`config.mk`:
```
export PLATFORM = sky130hd
export DESIGN_NAME = lcd1602_reader
export DESIGN_NICKNAME = d
export VERILOG_FILES = /design/src/rtl/lcd1602_pkg.sv /design/src/rtl/lcd_phase_timer.sv /design/src/rtl/lcd1602_reader.sv
export SDC_FILE = /design/constraint.sdc
export NUM_CORES = 1
export LEC_CHECK = 0
export ABC_AREA = 1
export BUFFER_PORTS_ARGS = -buffer_cell sky130_fd_sc_hd__buf_2
export CAP_MARGIN = 20
export CORE_ASPECT_RATIO = 0.6
export CORE_MARGIN = 8
export CORE_UTILIZATION = 59
export CTS_CLUSTER_SIZE = 24
export DETAILED_ROUTE_END_ITERATION = 8
export PLACE_DENSITY = 0.89
export RECOVER_POWER = 50
export SYNTH_ARGS = -nofsm -noshare
export SYNTH_HDL_FRONTEND = slang
export SYNTH_SLANG_ARGS = --single-unit
```
`constraint.sdc`:
```
create_clock -name clk -period 3.7 [get_ports clk]
set_clock_uncertainty 0.2 [all_clocks]
set_input_delay 0.37 -clock clk [delete_from_list [all_inputs] [get_ports clk]]
set_output_delay 0.37 -clock clk [all_outputs]
set_load 0.05 [all_outputs]
```
`src/rtl/lcd1602_pkg.sv`:
```
// Shared definitions for the LCD1602 (HD44780) bus blocks.
// Holds the read-FSM state encoding, the default bus timing shared with the
// write driver, and the position of the busy flag in the status byte.
package lcd1602_pkg;

    typedef enum logic [2:0] {
        ST_IDLE,
        ST_WAIT,
        ST_TURN,
        ST_SETUP,
        ST_EHIGH,
        ST_HOLD,
        ST_RECOV,
        ST_REL
    } lcd_rd_state_t;

    // Default bus timing in clock cycles at 10 MHz.
    localparam int LCD_TURN_CYC = 1;
    localparam int LCD_T_AS_CYC = 1;
    localparam int LCD_T_EH_CYC = 5;
    localparam int LCD_T_H_CYC  = 1;
    localparam int LCD_T_EL_CYC = 5;
    localparam int LCD_POLL_MAX = 255;

    // Busy flag bit in the status byte returned by an RS=0 read.
    localparam int BF_BIT = 7;

    function automatic int max_int(input int a, input int b);
        return (a > b) ? a : b;
    endfunction

endpackage

```
`src/rtl/lcd_phase_timer.sv`:
```
// Down-counter that times one FSM phase.
// Ports:
//   clk, rst  clock and synchronous active-high reset
//   load      load load_val this cycle (N-1 for an N-cycle phase)
//   load_val  value loaded on load
//   zero      counter is 0: the current phase ends at the next edge
module lcd_phase_timer #(
    parameter int WIDTH = 3
) (
    input  logic             clk,
    input  logic             rst,
    input  logic             load,
    input  logic [WIDTH-1:0] load_val,
    output logic             zero
);

    logic [WIDTH-1:0] cnt;

    always_ff @(posedge clk) begin
        // NOTE: sequential state is written with non-blocking assignments only,
        // so every flop samples the values from before the edge.
        if (rst) begin
            cnt <= '0;
        end else if (load) begin
            cnt <= load_val;
        end else if (cnt != '0) begin
            cnt <= cnt - WIDTH'(1);
        end
    end

    assign zero = (cnt == '0);

endmodule

```
`src/rtl/lcd1602_reader.sv`:
```
// Read-side companion to the LCD1602 write driver.
// Runs RW=1 bus cycles on the shared LCD pins and returns either the busy
// flag + address counter (RS=0) or a data byte (RS=1). Poll mode repeats
// status reads while BF=1, up to POLL_MAX reads, keeping the bus throughout.
// Ports:
//   clk, rst                     clock, synchronous active-high reset
//   req_valid/req_ready          request handshake (ready only in IDLE)
//   req_rs, req_poll             read type; poll forces RS=0
//   rsp_valid/rsp_data           one-cycle response pulse, byte held until next
//   rsp_timeout                  poll ended with BF still set
//   bus_req/bus_gnt              pin ownership handshake with the arbiter
//   lcd_en/lcd_rw/lcd_rs         LCD control pins
//   lcd_data_in                  DB7..DB0 from the pads
//   lcd_oeb                      1 = DB pads released for reading
module lcd1602_reader
    import lcd1602_pkg::*;
#(
    parameter int TURN_CYC = LCD_TURN_CYC,
    parameter int T_AS_CYC = LCD_T_AS_CYC,
    parameter int T_EH_CYC = LCD_T_EH_CYC,
    parameter int T_H_CYC  = LCD_T_H_CYC,
    parameter int T_EL_CYC = LCD_T_EL_CYC,
    parameter int POLL_MAX = LCD_POLL_MAX
) (
    input  logic       clk,
    input  logic       rst,
    input  logic       req_valid,
    output logic       req_ready,
    input  logic       req_rs,
    input  logic       req_poll,
    output logic       rsp_valid,
    output logic [7:0] rsp_data,
    output logic       rsp_timeout,
    output logic       bus_req,
    input  logic       bus_gnt,
    output logic       lcd_en,
    output logic       lcd_rw,
    output logic       lcd_rs,
    input  logic [7:0] lcd_data_in,
    output logic       lcd_oeb
);

    localparam int TMR_MAX = max_int(max_int(max_int(TURN_CYC, T_AS_CYC),
                                             max_int(T_EH_CYC, T_H_CYC)), T_EL_CYC);
    localparam int TW  = $clog2(TMR_MAX + 1);
    localparam int PCW = $clog2(POLL_MAX + 1);

    localparam logic [TW-1:0]  LD_TURN = TW'(TURN_CYC - 1);
    localparam logic [TW-1:0]  LD_AS   = TW'(T_AS_CYC - 1);
    localparam logic [TW-1:0]  LD_EH   = TW'(T_EH_CYC - 1);
    localparam logic [TW-1:0]  LD_H    = TW'(T_H_CYC - 1);
    localparam logic [TW-1:0]  LD_EL   = TW'(T_EL_CYC - 1);
    localparam logic [PCW-1:0] POLL_MAX_C = PCW'(POLL_MAX);

    lcd_rd_state_t  state_q, state_d;
    logic           rs_q, rs_d;
    logic           poll_q, poll_d;
    logic [PCW-1:0] poll_cnt_q, poll_cnt_d;
    logic [7:0]     rd_data_q, rd_data_d;

    logic           req_ready_d, rsp_valid_d, rsp_timeout_d, bus_req_d;
    logic           lcd_en_d, lcd_rw_d, lcd_rs_d, lcd_oeb_d;
    logic [7:0]     rsp_data_d;

    logic           tmr_load;
    logic [TW-1:0]  tmr_val;
    logic           tmr_zero;

    lcd_phase_timer #(.WIDTH(TW)) u_timer (
        .clk      (clk),
        .rst      (rst),
        .load     (tmr_load),
        .load_val (tmr_val),
        .zero     (tmr_zero)
    );

    always_comb begin
        // NOTE: every variable written here gets a default first, so no path
        // through the case statement can infer a latch.
        state_d       = state_q;
        rs_d          = rs_q;
        poll_d        = poll_q;
        poll_cnt_d    = poll_cnt_q;
        rd_data_d     = rd_data_q;
        rsp_valid_d   = 1'b0;
        rsp_data_d    = rsp_data;
        rsp_timeout_d = rsp_timeout;
        bus_req_d     = bus_req;
        lcd_en_d      = lcd_en;
        lcd_rw_d      = lcd_rw;
        lcd_rs_d      = lcd_rs;
        lcd_oeb_d     = lcd_oeb;
        tmr_load      = 1'b0;
        tmr_val       = '0;

        case (state_q)
            ST_IDLE: begin
                if (req_valid && req_ready) begin
                    rs_d       = req_poll ? 1'b0 : req_rs;
                    poll_d     = req_poll;
                    poll_cnt_d = '0;
                    bus_req_d  = 1'b1;
                    state_d    = ST_WAIT;
                end
            end
            ST_WAIT: begin
                // Pads are turned around on the grant edge, before E moves.
                if (bus_gnt) begin
                    lcd_rw_d  = 1'b1;
                    lcd_oeb_d = 1'b1;
                    tmr_load  = 1'b1;
                    tmr_val   = LD_TURN;
                    state_d   = ST_TURN;
                end
            end
            ST_TURN: begin
                if (tmr_zero) begin
                    lcd_rs_d = rs_q;
                    tmr_load = 1'b1;
                    tmr_val  = LD_AS;
                    state_d  = ST_SETUP;
                end
            end
            ST_SETUP: begin
                if (tmr_zero) begin
                    lcd_en_d = 1'b1;
                    tmr_load = 1'b1;
                    tmr_val  = LD_EH;
                    state_d  = ST_EHIGH;
                end
            end
            ST_EHIGH: begin
                // Sample on the edge that ends the last E-high cycle.
                if (tmr_zero) begin
                    lcd_en_d   = 1'b0;
                    rd_data_d  = lcd_data_in;
                    poll_cnt_d = (poll_cnt_q == POLL_MAX_C) ? poll_cnt_q
                                                            : poll_cnt_q + PCW'(1);
                    tmr_load   = 1'b1;
                    tmr_val    = LD_H;
                    state_d    = ST_HOLD;
                end
            end
            ST_HOLD: begin
                if (tmr_zero) begin
                    tmr_load = 1'b1;
                    tmr_val  = LD_EL;
                    state_d  = ST_RECOV;
                end
            end
            ST_RECOV: begin
                if (tmr_zero) begin
                    tmr_load = 1'b1;
                    if (poll_q && rd_data_q[BF_BIT] && (poll_cnt_q < POLL_MAX_C)) begin
                        tmr_val = LD_AS;
                        state_d = ST_SETUP;
                    end else begin
                        lcd_rw_d = 1'b0;
                        tmr_val  = LD_TURN;
                        state_d  = ST_REL;
                    end
                end
            end
            ST_REL: begin
                // Pads are reclaimed only after RW has been low for TURN_CYC.
                if (tmr_zero) begin
                    lcd_oeb_d     = 1'b0;
                    lcd_rs_d      = 1'b0;
                    bus_req_d     = 1'b0;
                    rsp_valid_d   = 1'b1;
                    rsp_data_d    = rd_data_q;
                    rsp_timeout_d = poll_q && rd_data_q[BF_BIT];
                    state_d       = ST_IDLE;
                end
            end
            default: state_d = ST_IDLE;
        endcase

        req_ready_d = (state_d == ST_IDLE);
    end

    always_ff @(posedge clk) begin
        if (rst) begin
            state_q     <= ST_IDLE;
            rs_q        <= 1'b0;
            poll_q      <= 1'b0;
            poll_cnt_q  <= '0;
            rd_data_q   <= 8'h00;
            req_ready   <= 1'b1;
            rsp_valid   <= 1'b0;
            rsp_data    <= 8'h00;
            rsp_timeout <= 1'b0;
            bus_req     <= 1'b0;
            lcd_en      <= 1'b0;
            lcd_rw      <= 1'b0;
            lcd_rs      <= 1'b0;
            lcd_oeb     <= 1'b0;
        end else begin
            state_q     <= state_d;
            rs_q        <= rs_d;
            poll_q      <= poll_d;
            poll_cnt_q  <= poll_cnt_d;
            rd_data_q   <= rd_data_d;
            req_ready   <= req_ready_d;
            rsp_valid   <= rsp_valid_d;
            rsp_data    <= rsp_data_d;
            rsp_timeout <= rsp_timeout_d;
            bus_req     <= bus_req_d;
            lcd_en      <= lcd_en_d;
            lcd_rw      <= lcd_rw_d;
            lcd_rs      <= lcd_rs_d;
            lcd_oeb     <= lcd_oeb_d;
        end
    end

endmodule

```
# After elaboration in Yosys (flattened, before gate mapping)
# Cells that the tools add are included.
# op_classes
magnitude_cmp,1
shift,0
n_mul,0
bitwise,1
n_div,0
n_mux,34
addsub,2
n_reduce_logical,26
n_eq_ne,17
# ops
operator,count
$mux W3,13
$mux W8,3
$pmux W3 S8,1
$ne A2 B2 Y1 const B,9
$pmux W8 S2,1
$reduce_bool A2 Y1,7
$eq A3 B3 Y1 const B,4
$pmux W1 S2,6
$reduce_and A3 Y1,4
$mux W1,10
$logic_not A3 Y1,3
$add A8 B1 Y8 const B,1
$eq A8 B8 Y1 const B,1
$lt A8 B8 Y1 const B,1
$reduce_and A4 Y1,2
$eq A3 B2 Y1 const B,2
$reduce_and A2 Y1,3
$reduce_or A5 Y1,1
$reduce_or A2 Y1,2
$eq A3 B1 Y1 const B,1
$logic_and A1 B1 Y1,3
$reduce_bool A3 Y1,1
$sub A3 B1 Y3 const B,1
$not A1 Y1,1
# word_totals
rom_bits,0
wordCells,96
input_bits,14
latch_bits,0
output_inout_bits,16
ram_bits,0
ff_bits,40
mem_count,0

# Depth between registers and ports, before layout
# Gate-level depths: netlist of the first run.
# depth
ltp_word,6
depth_mapped,11
mapped_depth_nobuf,11

# Cells and area by module
# From an unflattened synthesis of the first run, not the netlist that was laid out.
# hier_totals
hier_cells,248
hier_area_um2,1849.3
# by_module_without_submodules
module,area_per_inst_um2,cells_per_inst,instances,seq_area_each_um2
lcd1602_reader,1650.3,220,1,740.7
lcd_phase_timer,198.9,28,1,60.1

# Least setup slack after synthesis of the first run
# No wires, ideal clock.
# synth_timing
path_type,reg2reg
start,register u_timer.cnt[0]
end,register poll_cnt_q[6]
arrival_time_ns,1.251
period_less_slack_ns,1.566
setup_slack_ns,2.134
path_stages_with_launch,10
t_required_ns,3.385
n_path_buf,0
setup_time_ns,0.115
cell_sequence,dfxtp_1 > inv_1 > ha_1 > nand2_4 > nor2_8 > nand2_4 > nand2_4 > nand2_1 > o21ai_1 > nor2_1
# synth_via
elab_chain_len,3
# synth_lines
item,line,text
"start, declared",lcd_phase_timer.sv:17,logic [WIDTH-1:0] cnt;
"start signal, assigned",lcd_phase_timer.sv:25,cnt <= load_val;
"start signal, assigned",lcd_phase_timer.sv:27,cnt <= cnt - WIDTH'(1);
$logic_not A3 Y1,lcd_phase_timer.sv:31,assign zero = (cnt == '0);
$ne A2 B2 Y1 (no source line),n/a,
$reduce_and A4 Y1 (no source line),n/a,
"end signal, assigned",lcd1602_reader.sv:202,poll_cnt_q <= poll_cnt_d;
"end, declared",lcd1602_reader.sv:58,"logic [PCW-1:0] poll_cnt_q, poll_cnt_d;"
# No other way between the ends.
# A chain may end at the register's enable or synchronous reset.

# Final worst setup path of the first run
# Ends and elaborated chain as after synthesis.

==> results of run 1 <==
==> path summary, 6_finish.rpt <==
check,startpoint,end,slack [ps],depth (start not counted)
min,req_poll,rs_q$_SDFFE_PP0P_,90,2
max reg2reg,u_timer.cnt[0]$_SDFFE_PP0P_,poll_cnt_q[6]$_SDFFE_PP0P_,1630,9
min reg2reg,poll_q$_SDFFE_PP0P_,poll_q$_SDFFE_PP0P_,270,2
max,u_timer.cnt[0]$_SDFFE_PP0P_,poll_cnt_q[6]$_SDFFE_PP0P_,1630,9
==> synth_stat cells <==
library cell,count,area share
nor2_8,1,0.011
nor4_1,1,0.0034
ha_1,3,0.021
nand3_1,12,0.033
o31ai_1,1,0.0041
nor2_2,4,0.014
nor2_4,2,0.012
inv_2,5,0.010
nor2_1,50,0.10
clkinv_1,2,0.0041
clkbuf_1,2,0.0041
nand3_2,1,0.0055
inv_1,17,0.035
a211oi_1,1,0.0041
o21ai_0,22,0.060
or2_2,1,0.0034
buf_6,3,0.019
o211ai_1,1,0.0041
nand2_2,2,0.0069
buf_2,1,0.0027
nand2_1,49,0.10
nand3b_1,1,0.0041
o21bai_1,1,0.0041
xnor2_1,1,0.0048
inv_4,1,0.0034
dfxtp_1,40,0.44
nand2_4,4,0.025
o21a_1,1,0.0041
nor3_1,2,0.0055
a21oi_1,11,0.030
o21ai_1,4,0.011
nand4_1,2,0.0069
==> sequential cells by signal (all words and copies together), names as in the netlist <==
| name | flops |
|---|---|
| state_q | 3 |
| req_ready | 1 |
| u_timer.cnt | 3 |
| rsp_timeout | 1 |
| poll_q | 1 |
| lcd_en | 1 |
| poll_cnt_q | 8 |
| rd_data_q | 8 |
| lcd_oeb | 1 |
| rsp_data | 8 |
| rs_q | 1 |
| bus_req | 1 |
| lcd_rw | 1 |
| lcd_rs | 1 |
| rsp_valid | 1 |
==> per-layer routing <==
metal / GRT usage / vias up
met5: 0 / -
met4: 0.0680 / 0
met3: 0.0567 / 7
met2: 0.230 / 70
met1: 0.236 / 750
li1: - / 856
==> cell usage in the layout, fill, tap and decap left out, types with 2 or more instances in the layout <==
cell / Yosys / final
a21oi_1: 11 / 11
buf_2: 1 / 12
clkbuf_1: 2 / 17
clkbuf_8: 0 / 5
clkinv_1: 2 / 2
dfxtp_1: 40 / 40
ha_1: 3 / 3
inv_1: 17 / 17
inv_2: 5 / 5
nand2_1: 49 / 51
nand2_2: 2 / 2
nand2_4: 4 / 2
nand3_1: 12 / 13
nand4_1: 2 / 2
nor2_1: 50 / 52
nor2_2: 4 / 2
nor2_4: 2 / 2
nor3_1: 2 / 2
o21ai_0: 22 / 23
o21ai_1: 4 / 3
==> metrics by stage <==
step	cells	utilization
after floorplan	249	-
final	322	0.701
after detailed placement	314	0.678
after global placement	314	0.678
after CTS	322	0.717
after global routing	322	0.701
==> worst max-delay path, cell delays in order, from the launching register on <==
cell,delay [ps]
dfxtp_1,320
inv_1,90
ha_1,220
nand2_4,140
nor2_8,200
nand2_1,120
nand2_1,310
nand2_1,130
o21ai_1,160
nor2_1,60
==> power breakdown <==
part / leakage [nW] / internal, W / switching, W
registers: 0.324 / 0.000459 / 0.0000232
logic: 0.560 / 0.0000807 / 0.000192
clock network: 0.0541 / 0.000199 / 0.000152
total: 0.939 / 0.000739 / 0.000367
==> area by class of cell <==
| class | count | area, um^2 |
|---|---|---|
| Clock buffer | 5 | 68.8 |
| Clock inverter | 3 | 42.5 |
| Fill cell | 249 | 871 |
| Inverter | 25 | 96.3 |
| Multi-Input combinational cell | 178 | 853 |
| Sequential cell | 40 | 801 |
| Tap cell | 42 | 52.6 |
| Timing Repair Buffer | 29 | 124 |
==> kinds of logic (layout without fill, tap and decap cells) <==
group,count (synthesis),after routing,share of synthesized area
buffers and inverters,31,62,0.0783
AOI/OAI and AO/OA,42,42,0.122
DFF,40,40,0.440
and+or+nand+nor,132,132,0.334
adders and majority gates,3,3,0.0206
xor gates and xnor gates,1,1,0.00481
==> flow_metrics.env, run 1 <==
export IMPL_drtIter0Drc=115
export IMPL_synth_seq_cells=40
export IMPL_post_drt_wl_per_cell_um=12.6
export IMPL_syn_avg_cell_area_um2=7.32
export IMPL_track_usage=0.170
export IMPL_core_area_um2=2910
export IMPL_syn_num_nets=266
export IMPL_rsz0062_at_grt="false"
export IMPL_cp_arrival_ps=2060
export IMPL_yosysSeqAreaShare=0.440
export IMPL_grt_overflow=0
export IMPL_fin_crit_sh=0.560
export IMPL_via_count=1683
export IMPL_ctsResizeCount=0
export IMPL_highest_layer="met4"
export IMPL_wl_met2_mm=1.63
export IMPL_critPathCaptureType="register"
export IMPL_synth_area_um2=1820
export IMPL_wl_met3_um=333
export IMPL_place_congestion=0.908
export IMPL_place_hpwl_mm=3.01
export IMPL_power_w=0.00111
export IMPL_antenna_found_initial=0
export IMPL_max_vdd_ir_drop_mv=0.507
export IMPL_io_buffers=29
export IMPL_cts_root_buf="clkbuf_8"
export IMPL_grt_pass1_vias=1519
export IMPL_drive_gt1_frac=0.129
export IMPL_fin_ws_ps=1630
export IMPL_worst_ep_required_time_ps=3690
export IMPL_status="finished clean"
export IMPL_timing_max_cap_violations=0
export IMPL_fmaxAchievable_ghz=0.482
export IMPL_dp_slack_ps=1780
export IMPL_fin_setup_tns_ps=0
export IMPL_power_density_nw_per_um2=543
export IMPL_cts_tree="done"
export IMPL_dieArea_um2=5180
export IMPL_first_pass_iters=4
export IMPL_post_synth_inst_count=249
export IMPL_hp_class="in -> reg"
export IMPL_clk_path_buf_depth=2
export IMPL_hold_viol=0
export IMPL_vias_per_cell=5.23
export IMPL_holdWs_ps=86.0
export IMPL_met1Wirelength_mm=2.07
export IMPL_row_count=15
export IMPL_grt_first_pass_wirelength_mm=6.85
export IMPL_slew_headroom=0.574
export IMPL_fin_area_um2=2040
export IMPL_clk_pin_slew_ps=80
export IMPL_crit_type="reg -> reg"
export IMPL_cts_inserted_buffers=5
export IMPL_yosysWarnings=0
export IMPL_cts_htree_levels=2
export IMPL_worst_slew_pin_slew_ps=635
export IMPL_clkSinkCount=40
export IMPL_num_nets_final=296
export IMPL_leakagePower_nw=0.939
export IMPL_io_pins=30
export IMPL_ys_types=32
export IMPL_syn_to_final_growth_pct=11.9
export IMPL_die_y_um=59.0
export IMPL_drv_slew=0
export IMPL_post_route_min_period_ps=2070
export IMPL_clkLatencyLatePin_ps=290
export IMPL_cts_setup_buffers=0
export IMPL_finalSetupViolCount=0
export IMPL_critical_path_startpoint_type="register"
export IMPL_place_area_um2=1970
export IMPL_wirelength_mm=4.07
export IMPL_initial_core_util=0.626
export IMPL_die_x_um=87.7
export IMPL_n_antenna_cell=0
export IMPL_remaining_drc_errors=0
export IMPL_ant_nets=0
export IMPL_grt_max_degree=29
export IMPL_cts_hold_fix_buffers=0
export IMPL_cp_max_fo=10
Power figures use the tool's default switching activity.
==> run 2: changes to the inputs <==
Settings changed: CORE_UTILIZATION 59 to 55, PLACE_DENSITY 0.89 to 0.84.
Clock period 3.7 ns to 2 ns, I/O delays scaled along.
==> run 2 against run 1 <==
  * Register-to-register slack got worse by 1500 ps
  * Combinational power increased by 94%
  * First-iteration DRC count decreased by 1.7%
  * Sequential power increased by 85%
  * Hold slack got worse by 29 ps
  * Critical endpoint is now lcd_rs$_SDFFE_PP0P_
==> flow_metrics.env, run 2 (same netlist as run 1, synthesis figures left out) <==
export IMPL_cts_inserted_buffers=5
export IMPL_vias_per_cell=5.05
export IMPL_dp_cells=320
export IMPL_hold_viol=0
export IMPL_drtIter0Drc=113
export IMPL_row_count=16
export IMPL_wirelength_mm=4.25
export IMPL_die_x_um=90.3
export IMPL_post_route_min_period_ps=1840
export IMPL_num_nets_final=309
export IMPL_fin_crit_sh=0.919
export IMPL_die_y_um=60.6
export IMPL_crit_end="lcd_rs$_SDFFE_PP0P_"
export IMPL_dp_slack_ps=255
export IMPL_leakagePower_nw=1.00
export IMPL_clkLatencyLatePin_ps=290
export IMPL_fin_setup_tns_ps=0
export IMPL_grt_pass1_vias=1522
export IMPL_fin_ws_ps=162
export IMPL_holdWs_ps=56.8
export IMPL_antenna_found_initial=0
export IMPL_max_vdd_ir_drop_mv=0.745
export IMPL_worst_slew_pin_slew_ps=630
export IMPL_cts_root_buf="clkbuf_8"
export IMPL_remaining_drc_errors=0
export IMPL_via_count=1706
export IMPL_drive_gt1_frac=0.140
export IMPL_critical_path_startpoint_type="register"
export IMPL_status="finished clean"
export IMPL_cp_max_fo=12
export IMPL_grt_overflow=0
export IMPL_hp_class="in -> reg"
export IMPL_clk_path_buf_depth=2
export IMPL_power_density_nw_per_um2=943
export IMPL_ant_nets=0
export IMPL_first_pass_iters=4
export IMPL_core_area_um2=3200
export IMPL_cts_tree="done"
export IMPL_top_regs="poll_cnt_q: 8 flops, rd_data_q: 8 flops, rsp_data: 8 flops"
export IMPL_n_antenna_cell=0
export IMPL_io_pins=30
export IMPL_finalSetupViolCount=0
export IMPL_worstSetupStartpoint="u_timer.cnt[0]$_SDFFE_PP0P_"
export IMPL_clk_pin_slew_ps=80
export IMPL_post_drt_wl_per_cell_um=12.6
export IMPL_rsz0062_at_grt="false"
export IMPL_most_common_layout_cells="nor2_1, nand2_1, dfxtp_1"
export IMPL_worst_ep_required_time_ps=1970
export IMPL_place_hpwl_mm=3.11
export IMPL_grt_max_degree=19
export IMPL_io_buffers=29
export IMPL_fmaxAchievable_ghz=0.544
export IMPL_final_common_cell="nor2_1"
export IMPL_power_w=0.00206
export IMPL_slew_headroom=0.582
export IMPL_r2r_end="lcd_rs$_SDFFE_PP0P_"
export IMPL_place_congestion=0.878
export IMPL_rrSetupSlack_ps=160
export IMPL_r2r_worst_path_cells=8
export IMPL_clkSinkCount=40
export IMPL_cts_htree_levels=2
export IMPL_fin_cells=338
export IMPL_syn_to_final_growth_pct=19.8
export IMPL_initial_core_util=0.569
export IMPL_timing_max_cap_violations=0
export IMPL_track_usage=0.162
export IMPL_critPathCaptureType="register"
export IMPL_grt_first_pass_wirelength_mm=7.09
export IMPL_dieArea_um2=5470
export IMPL_drv_slew=0
export IMPL_crit_type="reg -> reg"
export IMPL_reg2reg_from="u_timer.cnt[0]$_SDFFE_PP0P_"
export IMPL_cp_arrival_ps=1810
run 2: cell count changes in the layout (fill, tap and decap cells not counted), sizes merged:
| cell | change |
|---|---|
| buf | +4 |
| clkinvlp | -1 |
| dlygate4sd3 | +10 |
run 2: worst min path at each step:
stage | end | slack, ps | cells past startpoint | startpoint
2_1_floorplan | rs_q$_SDFFE_PP0P_ | 100 | 1 | req_poll
3_3_place_gp | rs_q$_SDFFE_PP0P_ | 220 | 2 | req_poll
3_5_place_dp | rs_q$_SDFFE_PP0P_ | 220 | 2 | req_poll
4_1_cts | lcd_en$_SDFFE_PP0P_ | 60 | 3 | rst
5_1_grt | lcd_en$_SDFFE_PP0P_ | 60 | 3 | rst
6_report | lcd_oeb$_SDFFE_PP0P_ | 60 | 3 | rst
run 2: repair_timing:
action                                 in CTS  in global routing
endpoints found under the hold margin      10                  0
gates resized for setup                     0                  0
hold buffers                               10                  0
buffers inserted                            0                  0
run 2: metal layers:
layer | global-route usage | part of all wire | wire length, um
met1 | 0.214 | 0.51 | 2150
met2 | 0.249 | 0.41 | 1750
met3 | 0.0494 | 0.077 | 325
met4 | 0.0540 | 0.0045 | 19
met5 | 0 | 0 | 0
run 2: layout make-up:
| cell class | instances | area, um^2 |
|---|---|---|
| Fill cell | 271 | 1020 |
| Multi-Input combinational cell | 178 | 873 |
| Sequential cell | 40 | 801 |
| Timing Repair Buffer | 42 | 248 |
| Inverter | 25 | 96.3 |
| Clock buffer | 6 | 72.6 |
| Tap cell | 45 | 56.3 |
| Clock inverter | 2 | 35.0 |
run 2: worst max-delay path, stage by stage, from the launching register on:
cell     delay, ps
dfxtp_1        330
inv_1           60
ha_1           230
nand2_4        170
nor2_4          60
inv_1          290
nand2_1        170
o21ai_1        140
a21oi_1         60
run 2: through the flow:
| step | area [um^2] | utilization |
|---|---|---|
| final | 2180 | 0.681 |
| after global routing | 2180 | 0.681 |
| after CTS | 2210 | 0.689 |
| after detailed placement | 2000 | 0.624 |
| after global placement | 2000 | 0.624 |
| after floorplan | 1820 | - |
run 2: power by group:
part           internal [W]  total (W)  leakage (nW)  switching (W)
clock network      0.000370   0.000637        0.0552       0.000267
logic              0.000170   0.000529         0.622       0.000359
registers          0.000850   0.000892         0.324      0.0000427
==> run 3: changes to the inputs <==
Settings changed: CORE_UTILIZATION 55 to 50, PLACE_DENSITY 0.84 to 0.81.
Clock period 2 ns to 1.65 ns, I/O delays scaled along.
==> run 3 against run 2 <==
  * Critical path depth up 2
  * Flip-flop and latch count unchanged
  * Setup slack worse by 100 ps
  * Hold slack worse by 25 ps
  * Largest power group unchanged
  * Highest routed layer unchanged
==> flow_metrics.env, run 3 (same netlist as run 1, synthesis figures left out) <==
export IMPL_cts_tree="done"
export IMPL_first_pass_iters=4
export IMPL_clkSinkCount=40
export IMPL_io_buffers=29
export IMPL_multi_input_area_um2=956
export IMPL_max_vdd_ir_drop_mv=0.878
export IMPL_hp_class="in -> reg"
export IMPL_worst_path_most_repeated_cell="inv_2"
export IMPL_row_count=17
export IMPL_die_y_um=62.8
export IMPL_final_common_cell="nor2_1"
export IMPL_cts_root_buf="clkbuf_8"
export IMPL_cts_inserted_buffers=5
export IMPL_wirelength_mm=4.77
export IMPL_drv_slew=0
export IMPL_fin_setup_tns_ps=0
export IMPL_top_regs="poll_cnt_q: 8 flops, rd_data_q: 8 flops, rsp_data: 8 flops"
export IMPL_io_pins=30
export IMPL_status="finished clean"
export IMPL_rsz0062_at_grt="true"
export IMPL_grt_max_degree=19
export IMPL_vias_per_cell=5.02
export IMPL_via_count=1768
export IMPL_cp_max_fo=4
export IMPL_place_hpwl_mm=3.20
export IMPL_drive_gt1_frac=0.252
export IMPL_clkLatencyLatePin_ps=300
export IMPL_crit_chain="inv_2 -> ha_4 -> inv_2 -> nor2_4 -> buf_6 -> nand3_1 -> nand2_1 -> o21bai_1 -> inv_1 -> nor2_1"
export IMPL_cts_htree_levels=2
export IMPL_crit_type="reg -> reg"
export IMPL_critPathCaptureType="register"
export IMPL_place_congestion=0.899
export IMPL_grt_pass1_vias=1705
export IMPL_initial_core_util=0.510
export IMPL_finalSetupViolCount=0
export IMPL_grt_first_pass_wirelength_mm=7.79
export IMPL_most_common_layout_cells="nor2_1, nand2_1, dfxtp_1"
export IMPL_antenna_found_initial=0
export IMPL_critical_path_startpoint_type="register"
export IMPL_path_buf_inv=4
export IMPL_fin_crit_sh=0.964
export IMPL_die_x_um=93.9
export IMPL_post_route_min_period_ps=1590
export IMPL_worst_ep_required_time_ps=1650
export IMPL_clk_pin_slew_ps=80
export IMPL_crit_slowest_cell="dfxtp_2"
export IMPL_n_antenna_cell=0
export IMPL_fmaxAchievable_ghz=0.629
export IMPL_track_usage=0.164
export IMPL_clk_path_buf_depth=2
export IMPL_reg2reg_from="u_timer.cnt[0]$_SDFFE_PP0P_"
export IMPL_drtIter0Drc=122
export IMPL_num_nets_final=321
export IMPL_dieArea_um2=5890
export IMPL_rrSetupSlack_ps=60
export IMPL_worstSetupStartpoint="u_timer.cnt[0]$_SDFFE_PP0P_"
export IMPL_syn_to_final_growth_pct=31.0
export IMPL_nFillCells=315
export IMPL_post_drt_wl_per_cell_um=13.6
export IMPL_power_w=0.00283
export IMPL_max_stage_delay_ps=330
export IMPL_critical_path_top_delay_family="simple AND/OR/NAND/NOR gates"
export IMPL_leakagePower_nw=1.08
export IMPL_slew_headroom=0.596
export IMPL_power_density_nw_per_um2=1190
export IMPL_ant_nets=0
export IMPL_timing_max_cap_violations=0
export IMPL_cp_arrival_ps=1590
export IMPL_dp_cells=330
export IMPL_hold_viol=0
export IMPL_remaining_drc_errors=0
export IMPL_worst_slew_pin_slew_ps=609
export IMPL_fin_cells=352
export IMPL_hold_start="bus_gnt"
export IMPL_core_area_um2=3570
export IMPL_seq_area_um2=808
export IMPL_grt_overflow=0
==> run 3: cell types whose count changed in the layout (fill, tap and decap cells not counted), moves of 3 or more <==
cell      before  now
buf_4          3   13
clkbuf_1      17   11
dfxtp_1       40   34
dfxtp_2        0    6
clkbuf_2       0    4
inv_1         19   15
inv_2          3    7
nand2_1       49   46
nand2_2        2    5
==> run 3: final cells by class <==
cell class / instances / area share
clock buffers: 5 / 0.0288
well taps: 47 / 0.0246
repair buffers: 54 / 0.146
inverters: 25 / 0.0414
flip-flops and latches: 40 / 0.339
multi-input cells: 178 / 0.401
clock inverters: 3 / 0.0194
==> run 3: where the power goes <==
part	leakage, nW	internal, W	total [W]	switching, W
clock network	0.0548	0.000456	0.000828	0.000373
registers	0.327	0.00104	0.00110	0.0000617
logic	0.702	0.000362	0.000903	0.000541
==> run 3: worst reg2reg max path, cell delays in order, from the launching register on <==
cell and delay (ps):
dfxtp_2 330, inv_2 80, ha_4 180, inv_2 50, nor2_4 130, buf_6 120, nand3_1 80, nand2_1 130
o21bai_1 90, inv_1 50, nor2_1 30
==> run 3: what timing repair did <==
action,4_1_cts,5_1_grt
gates resized for setup,4,24
endpoints found under the setup margin,15,23
pin swaps,1,8
hold buffers,11,0
hold endpoints to repair,11,0
setup buffers,0,3
==> run 3: final timing paths <==
path / to / cells past startpoint
worst min-delay path: lcd_oeb$_SDFFE_PP0P_ / 3
worst min register to register: rsp_timeout$_SDFFE_PP0P_ / 2
worst max register to register: u_timer.cnt[2]$_SDFFE_PP0P_ / 10
worst max-delay path: u_timer.cnt[2]$_SDFFE_PP0P_ / 10
==> run 3: through the flow <==
step / area (um^2) / hold slack [ps] / worst slack [ps] / util
floorplan: 1820 / 66.9 / 84.1 / -
CTS: 2300 / 22.4 / 3.91 / 0.643
global placement: 2060 / 177 / -6.31 / 0.577
finish: 2390 / 31.3 / 59.0 / 0.668
global route: 2390 / 41.0 / -35.7 / 0.668
detailed placement: 2060 / 187 / -22.8 / 0.577
==> run 3: metal layers <==
metal	vias up	global-route usage	routed length, um
met5	-	0	0
met4	0	0.0609	53
met3	7	0.0564	388
met2	68	0.243	2150
met1	782	0.212	2180
li1	911	-	-
